<file path="src/rtl/beta_mem_pkg.sv">
// beta_mem_pkg
//   Shared types and defaults for the Beta memory-bus arbiter.
//   - arb_state_t : arbiter sequencing states (IDLE -> BUSY -> RESP)
//   - arb_grant_t : which core port owns the bus (fetch or data)
//   - BETA_ADDR_W / BETA_DATA_W / BETA_TIMEOUT : default widths and bus-cycle limit
//   - pick_grant  : round-robin selection between the two requesters
package beta_mem_pkg;

  localparam int unsigned BETA_ADDR_W  = 32;
  localparam int unsigned BETA_DATA_W  = 32;
  localparam int unsigned BETA_TIMEOUT = 255;

  typedef enum logic [1:0] {
    ST_IDLE = 2'd0,
    ST_BUSY = 2'd1,
    ST_RESP = 2'd2
  } arb_state_t;

  typedef enum logic {
    GNT_I = 1'b0,
    GNT_D = 1'b1
  } arb_grant_t;

  // On contention the side that did not win last time is served.
  function automatic arb_grant_t pick_grant(input logic       fetch_req,
                                            input logic       data_req,
                                            input arb_grant_t last);
    if (fetch_req && data_req) begin
      return (last == GNT_D) ? GNT_I : GNT_D;
    end else if (data_req) begin
      return GNT_D;
    end else begin
      return GNT_I;
    end
  endfunction

endpackage

</file>
<file path="src/rtl/beta_mem_arbiter_timer.sv">
// beta_arb_timer
//   Bus-cycle watchdog for the arbiter. Counts cycles while enabled and
//   flags expiry on the TIMEOUT-th enabled cycle since the last clear.
//   Only instantiated when BETA_ARB_TIMEOUT_EN is defined.
// Ports:
//   clk       in   rising-edge clock
//   rst       in   synchronous active-high reset
//   i_clear   in   zero the counter (held while the bus is not busy)
//   i_enable  in   count this cycle (bus busy)
//   o_expired out  this enabled cycle is the TIMEOUT-th one (TIMEOUT >= 1)
module beta_arb_timer
  import beta_mem_pkg::*;
#(
  parameter int unsigned TIMEOUT = BETA_TIMEOUT
) (
  input  logic clk,
  input  logic rst,
  input  logic i_clear,
  input  logic i_enable,
  output logic o_expired
);

  localparam int unsigned CNT_W = (TIMEOUT < 2) ? 1 : $clog2(TIMEOUT);
  localparam logic [CNT_W-1:0] LAST = CNT_W'(TIMEOUT - 1);

  logic [CNT_W-1:0] r_count;
  logic             w_at_limit;

  // Count value k during the (k+1)-th busy cycle, so the limit is hit on
  // busy cycle number TIMEOUT; the counter saturates there.
  assign w_at_limit = (r_count == LAST);
  assign o_expired  = i_enable && w_at_limit;

  always_ff @(posedge clk) begin
    if (rst || i_clear) begin
      r_count <= '0;
    end else if (i_enable && !w_at_limit) begin
      r_count <= r_count + 1'b1;
    end
  end

endmodule

</file>
<file path="src/rtl/beta_mem_arbiter.sv">
// beta_mem_arbiter
//   Shares one single-ported memory bus between the Beta core's fetch port
//   and data port. Each access runs grant -> bus cycle -> response; the two
//   sides are served round-robin on contention (fetch first after reset).
//   Optional macro BETA_ARB_TIMEOUT_EN: abort a bus cycle that has not seen
//   m_ready within TIMEOUT cycles, returning fault=1 and rdata=0.
// Ports:
//   clk, rst                     clock, synchronous active-high reset
//   i_req, i_addr                fetch request (held until i_ready)
//   i_rdata, i_ready, i_fault    fetch response (one-cycle ready pulse)
//   d_re, d_we, d_addr, d_wdata  data request (held until d_ready; we wins)
//   d_rdata, d_ready, d_fault    data response (one-cycle ready pulse)
//   m_addr, m_wdata, m_re, m_we  memory bus command (registered, stable in BUSY)
//   m_rdata, m_ready, m_fault    memory completion
module beta_mem_arbiter
  import beta_mem_pkg::*;
#(
  parameter int unsigned ADDR_W  = BETA_ADDR_W,
  parameter int unsigned DATA_W  = BETA_DATA_W,
  parameter int unsigned TIMEOUT = BETA_TIMEOUT
) (
  input  logic              clk,
  input  logic              rst,
  input  logic              i_req,
  input  logic [ADDR_W-1:0] i_addr,
  output logic [DATA_W-1:0] i_rdata,
  output logic              i_ready,
  output logic              i_fault,
  input  logic              d_re,
  input  logic              d_we,
  input  logic [ADDR_W-1:0] d_addr,
  input  logic [DATA_W-1:0] d_wdata,
  output logic [DATA_W-1:0] d_rdata,
  output logic              d_ready,
  output logic              d_fault,
  output logic [ADDR_W-1:0] m_addr,
  output logic [DATA_W-1:0] m_wdata,
  output logic              m_re,
  output logic              m_we,
  input  logic [DATA_W-1:0] m_rdata,
  input  logic              m_ready,
  input  logic              m_fault
);

  arb_state_t        r_state;
  arb_grant_t        r_grant;   // current owner while busy, last winner otherwise
  logic [ADDR_W-1:0] r_m_addr;
  logic [DATA_W-1:0] r_m_wdata;
  logic              r_m_re;
  logic              r_m_we;
  logic [DATA_W-1:0] r_i_rdata;
  logic [DATA_W-1:0] r_d_rdata;
  logic              r_i_ready;
  logic              r_d_ready;
  logic              r_i_fault;
  logic              r_d_fault;

  logic              w_d_req;
  logic              w_any_req;
  arb_grant_t        w_pick;

  assign w_d_req   = d_re | d_we;
  assign w_any_req = i_req | w_d_req;
  assign w_pick    = pick_grant(i_req, w_d_req, r_grant);

`ifdef BETA_ARB_TIMEOUT_EN
  logic w_tmr_en;
  logic w_tmr_clear;
  logic w_expired;

  // Held clear outside BUSY, so every bus cycle starts counting from zero.
  assign w_tmr_en    = (r_state == ST_BUSY);
  assign w_tmr_clear = ~w_tmr_en;

  beta_arb_timer #(
    .TIMEOUT(TIMEOUT)
  ) u_timer (
    .clk      (clk),
    .rst      (rst),
    .i_clear  (w_tmr_clear),
    .i_enable (w_tmr_en),
    .o_expired(w_expired)
  );
`else
  logic w_unused_timeout;
  assign w_unused_timeout = (TIMEOUT != 0);
`endif

  always_ff @(posedge clk) begin
    if (rst) begin
      r_state   <= ST_IDLE;
      r_grant   <= GNT_D;
      r_m_addr  <= '0;
      r_m_wdata <= '0;
      r_m_re    <= 1'b0;
      r_m_we    <= 1'b0;
      r_i_rdata <= '0;
      r_d_rdata <= '0;
      r_i_ready <= 1'b0;
      r_d_ready <= 1'b0;
      r_i_fault <= 1'b0;
      r_d_fault <= 1'b0;
    end else begin
      // Ready/fault are single-cycle: raised on the BUSY->RESP edge and
      // dropped on the RESP->IDLE edge by these defaults.
      r_i_ready <= 1'b0;
      r_d_ready <= 1'b0;
      r_i_fault <= 1'b0;
      r_d_fault <= 1'b0;

      unique case (r_state)
        ST_IDLE: begin
          if (w_any_req) begin
            r_state <= ST_BUSY;
            r_grant <= w_pick;
            if (w_pick == GNT_D) begin
              r_m_addr  <= d_addr;
              r_m_wdata <= d_wdata;
              r_m_we    <= d_we;
              r_m_re    <= ~d_we;
            end else begin
              r_m_addr  <= i_addr;
              r_m_wdata <= '0;
              r_m_we    <= 1'b0;
              r_m_re    <= 1'b1;
            end
          end
        end

        ST_BUSY: begin
          if (m_ready) begin
            r_state <= ST_RESP;
            r_m_re  <= 1'b0;
            r_m_we  <= 1'b0;
            if (r_grant == GNT_D) begin
              r_d_ready <= 1'b1;
              r_d_fault <= m_fault;
              if (!r_m_we) begin
                r_d_rdata <= m_rdata;
              end
            end else begin
              r_i_ready <= 1'b1;
              r_i_fault <= m_fault;
              r_i_rdata <= m_rdata;
            end
          end
`ifdef BETA_ARB_TIMEOUT_EN
          else if (w_expired) begin
            r_state <= ST_RESP;
            r_m_re  <= 1'b0;
            r_m_we  <= 1'b0;
            if (r_grant == GNT_D) begin
              r_d_ready <= 1'b1;
              r_d_fault <= 1'b1;
              r_d_rdata <= '0;
            end else begin
              r_i_ready <= 1'b1;
              r_i_fault <= 1'b1;
              r_i_rdata <= '0;
            end
          end
`endif
        end

        // No grant here: a requester still high during its ready cycle
        // must not be served twice.
        ST_RESP: begin
          r_state <= ST_IDLE;
        end

        default: begin
          r_state <= ST_IDLE;
        end
      endcase
    end
  end

  assign m_addr  = r_m_addr;
  assign m_wdata = r_m_wdata;
  assign m_re    = r_m_re;
  assign m_we    = r_m_we;
  assign i_rdata = r_i_rdata;
  assign i_ready = r_i_ready;
  assign i_fault = r_i_fault;
  assign d_rdata = r_d_rdata;
  assign d_ready = r_d_ready;
  assign d_fault = r_d_fault;

endmodule

</file>
<file path="config.mk">
export PLATFORM = sky130hd
export DESIGN_NAME = beta_mem_arbiter
export DESIGN_NICKNAME = d
export VERILOG_FILES = /design/src/rtl/beta_mem_pkg.sv /design/src/rtl/beta_mem_arbiter_timer.sv /design/src/rtl/beta_mem_arbiter.sv
export SDC_FILE = /design/constraint.sdc
export NUM_CORES = 1
export LEC_CHECK = 0
export CORE_ASPECT_RATIO = 1.2
export CORE_MARGIN = 5
export CORE_UTILIZATION = 45
export CTS_CLUSTER_DIAMETER = 100
export DETAILED_ROUTE_END_ITERATION = 8
export PLACE_DENSITY = 0.91
export SETUP_SLACK_MARGIN = 0.05
export SYNTH_ARGS = -nofsm -noshare
export SYNTH_HDL_FRONTEND = slang
export SYNTH_SLANG_ARGS = --single-unit
</file>
<file path="constraint.sdc">
create_clock -name clk -period 2.1 [get_ports clk]
set_input_delay 0.42 -clock clk [delete_from_list [all_inputs] [get_ports clk]]
set_output_delay 0.42 -clock clk [all_outputs]
set_load 0.02 [all_outputs]
</file>
==> impl_metrics.csv, run 1 <==
group,metric,value,unit
final_layout,drive_gt1_share,16.23,%
sta,hold_ws,0.4520,ns
floorplan,dieArea,0.01537,mm^2
placement,numPortBuffers,268,
worst_setup_path,cp.depth,4,
floorplan,placementRows,45,
clocking,clk_latency,0.41,ns
pwr,p_sw_share,28.22,%
floorplan,start_util,46.11,%
clocking,cts_tree,"built",
logic_synthesis,syn_avg_cell_area,8.974,um^2
sta,slew-limit-headroom,26.73,%
sta,tightest_slew,1.098,ns
logic_synthesis,ys.flop_type,"dfxtp_1",
logic_synthesis,ys_seq_elements,137,
pwr,power_switching,2.160,mW
logic_synthesis,yosys.area.top_type_share,46.95,%
sta,finClkSkew,0.01294,ns
pwr,internal_power,5.496,mW
sta,rsz0062_at_grt,"false",
sta,period_minus_slack,1.987,ns
sta,fin_crit_sh,94.60,%
worst_setup_path,rrSetupSlack,0.21,ns
clocking,clockRootBuffer,"clkbuf_16",
logic_synthesis,synth-seq-area-share,46.95,%
floorplan,die_y,134.8,um
pwr,ir_drop,0.4069,mV
logic_synthesis,post-synth-top-area-cell,"dfxtp_1",
pwr,p_seq_share,37.7,%
clocking,cts-buffers-inserted,17,
global_route,antenna_found_initial,0,
worst_setup_path,arrival,2.22,ns
worst_setup_path,worstPathRequired,2.33,ns
sta,setup_slack,0.1134,ns
logic_synthesis,synth_edf_count,0,
route,wire_per_inst,18.02,um
logic_synthesis,synth_area_leaders,"dfxtp_1 (47%), a21oi_1 (8.6%), nand2_1 (8.4%), a311oi_2 (7.7%), o21ai_1 (5.0%)",
logic_synthesis,syn_inst,651,
worst_setup_path,critPathMaxFanout,16,
route,first_pass_iters,4,
worst_setup_path,crit_slowest_cell,"nor2_2",
worst_setup_path,cp-start-kind,"input pin",
worst_setup_path,critPathLaunch,"d_re",
worst_setup_path,reg2reg_from,"r_state[1]$_SDFFE_PP0P_",
clocking,cts_buffer_depth,2,
worst_setup_path,rr_worst_depth,3,
final_layout,syn_to_final_growth,58.58,%
logic_synthesis,yosysWarnings,0,
pwr,p_leak,3.182,nW
global_route,grt_pass1_wl,29.08,mm
worst_setup_path,critPathBufInv,1,
final_layout,final_core_util,73.13,%
route,postRouteWirelength,19.29,mm
clocking,cts_setup_buffers,0,
global_route,grtUsageTotal,23.72,%
sta,max_freq,503.4,MHz
worst_setup_path,crit_family,"simple AND/OR/NAND/NOR gates",
sta,final-setup-viol-count,0,
global_route,grt_max_degree,40,
placement,place.gp.congestion,0.8199,
clocking,cts_max_level,4,
floorplan,core_area,0.01267,mm^2
route,via_per_inst,5.424,
route,drtIter0Drc,508,
worst_setup_path,worstSetupPathType,"in2reg",
route,via_count,5804,
worst_setup_path,cp-endpoint,"m_addr[18]$_SDFFE_PP0P_",
pwr,power_frac_clock,39.8,%
logic_synthesis,syn_area,0.005842,mm^2
logic_synthesis,synth_cell_type_count,38,
hold_path,hold_path.class,"in2reg",
pwr,power,7.657,mW
sta,hold_viol,0,
global_route,grt_pass1_vias,5674,
worst_setup_path,r2r_end,"m_addr[18]$_SDFFE_PP0P_",
logic_synthesis,async_flop_share,0,%
worst_setup_path,path_cells,"clkdlybuf4s50_1 > nor3_4 > nor2_2 > a311oi_2",
pwr,comb_power_share,22.6,%
sta,fin_tns_setup,0,ns
final_layout,diodes,0,
clocking,clk_pin_slew,0.06,ns
outcome,status,"finished, final reports clean",
global_route,grt-ovfl-total,0,
worst_setup_path,cpPeakStageDelay,0.86,ns
route,route.detailed.drc,0,
logic_synthesis,synthTopCellsByCount,"dfxtp_1 (137), nand2_1 (131), a21oi_1 (100)",
clocking,clock-sinks,137,
route,antenna_left,0,
final_layout,fin_nets,1028,
pwr,power_density,826.5,mW/mm^2
placement,place_hpwl,13.46,mm
floorplan,ios,269,
placement,dpl_worst_slack,-0.3033,ns
logic_synthesis,synth_nets,786,
sta,maxSlewViolCount,0,
floorplan,die-width,114.0,um
worst_setup_path,worstSetupEndpointType,"register",
job,maxCapViolations,0,
logic_synthesis,yosysMostFrequentCell,"dfxtp_1",
## cells in the final DEF, fill, tap and decap left out, types with 12 or more instances in the layout
| master | n |
|---|---|
| nand2_1 | 131 |
| clkbuf_16 | 17 |
| a21oi_2 | 30 |
| a21oi_1 | 100 |
| buf_12 | 12 |
| clkdlybuf4s50_1 | 267 |
| nand3_2 | 20 |
| dfxtp_1 | 137 |
| a311oi_2 | 30 |
| nand3_1 | 44 |
| o21ai_1 | 58 |
| buf_4 | 12 |
## worst min path at each step
stage | slack, ns | cells after the start | end | startpoint
final | 0.45 | 2 | r_state[1]$_SDFFE_PP0P_ | rst
after global routing | 0.45 | 2 | r_state[1]$_SDFFE_PP0P_ | rst
after CTS | 0.44 | 2 | m_wdata[14]$_SDFFE_PP0P_ | rst
after detailed placement | 0.45 | 2 | i_rdata[16]$_SDFFE_PP0P_ | i_rdata[16]$_SDFFE_PP0P_
after global placement | 0.44 | 2 | i_rdata[18]$_SDFFE_PP0P_ | i_rdata[18]$_SDFFE_PP0P_
after floorplan | 0.53 | 1 | m_re$_SDFFE_PP0P_ | d_we
## layout make-up
class | instances | area (um^2)
clock inverter | 13 | 168.9
tap | 164 | 205.2
multi-input combinational | 446 | 2701
sequential | 137 | 2743
fill | 936 | 3405
clock buffer | 19 | 442.9
timing repair buffer | 291 | 3003
## power groups by stage
| stage | Combinational [mW] | Sequential [mW] | Clock [mW] |
|---|---|---|---|
| final | 1.73 | 2.88 | 3.05 |
| after global routing | 1.83 | 2.90 | 3.23 |
| after CTS | 1.72 | 2.88 | 3.09 |
| after detailed placement | 1.72 | 2.94 | 0 |
| after global placement | 1.69 | 2.93 | 0 |
| after floorplan | 0.729 | 3.12 | 0 |
## metal layers
| metal | part of all wire (%) | wire length (um) | up-vias | global-route usage (%) |
|---|---|---|---|---|
| li1 | - | - | 2782 | - |
| met1 | 37 | 7190 | 2733 | 26.31 |
| met2 | 51 | 9903 | 242 | 41.41 |
| met3 | 8.3 | 1604 | 47 | 7.530 |
| met4 | 3.0 | 587 | 0 | 10.30 |
| met5 | 0 | 0 | - | 0 |
## kinds of logic after synthesis
family	share of synthesized area [%]
AO/OA/AOI/OAI	27.86
AND/OR/NAND/NOR	18.12
flip-flops	46.95
buffers and inverters	7.068
## stage by stage
| step | area, um^2 | instances |
|---|---|---|
| 2_1_floorplan | 5842 | 651 |
| 3_3_place_gp | 8646 | 1037 |
| 3_5_place_dp | 8646 | 1037 |
| 4_1_cts | 9258 | 1069 |
| 5_1_grt | 9264 | 1070 |
| 6_report | 9264 | 1070 |
## timing repair
action                     in CTS  in global routing
setup endpoints to repair       0                 27
gates resized for setup         0                  0
hold buffers                    0                  0
## registers in the layout (all words and copies together), names as in the netlist, 2 cells and up
signal	cells
d_rdata	32
i_rdata	32
m_addr	32
m_wdata	32
r_state	2
(Power assumes the default switching activity.)
==> run 2, diff against run 1 <==
CTS_CLUSTER_SIZE = 12   (was default)
==> results of run 2 <==
Final layout, timing and power as in run 1 (identical DEF).
==> run 3, diff against run 2 <==
SKIP_LAST_GASP = 1   (was default)
==> results of run 3 <==
Final layout, timing and power as in run 1 (identical DEF).
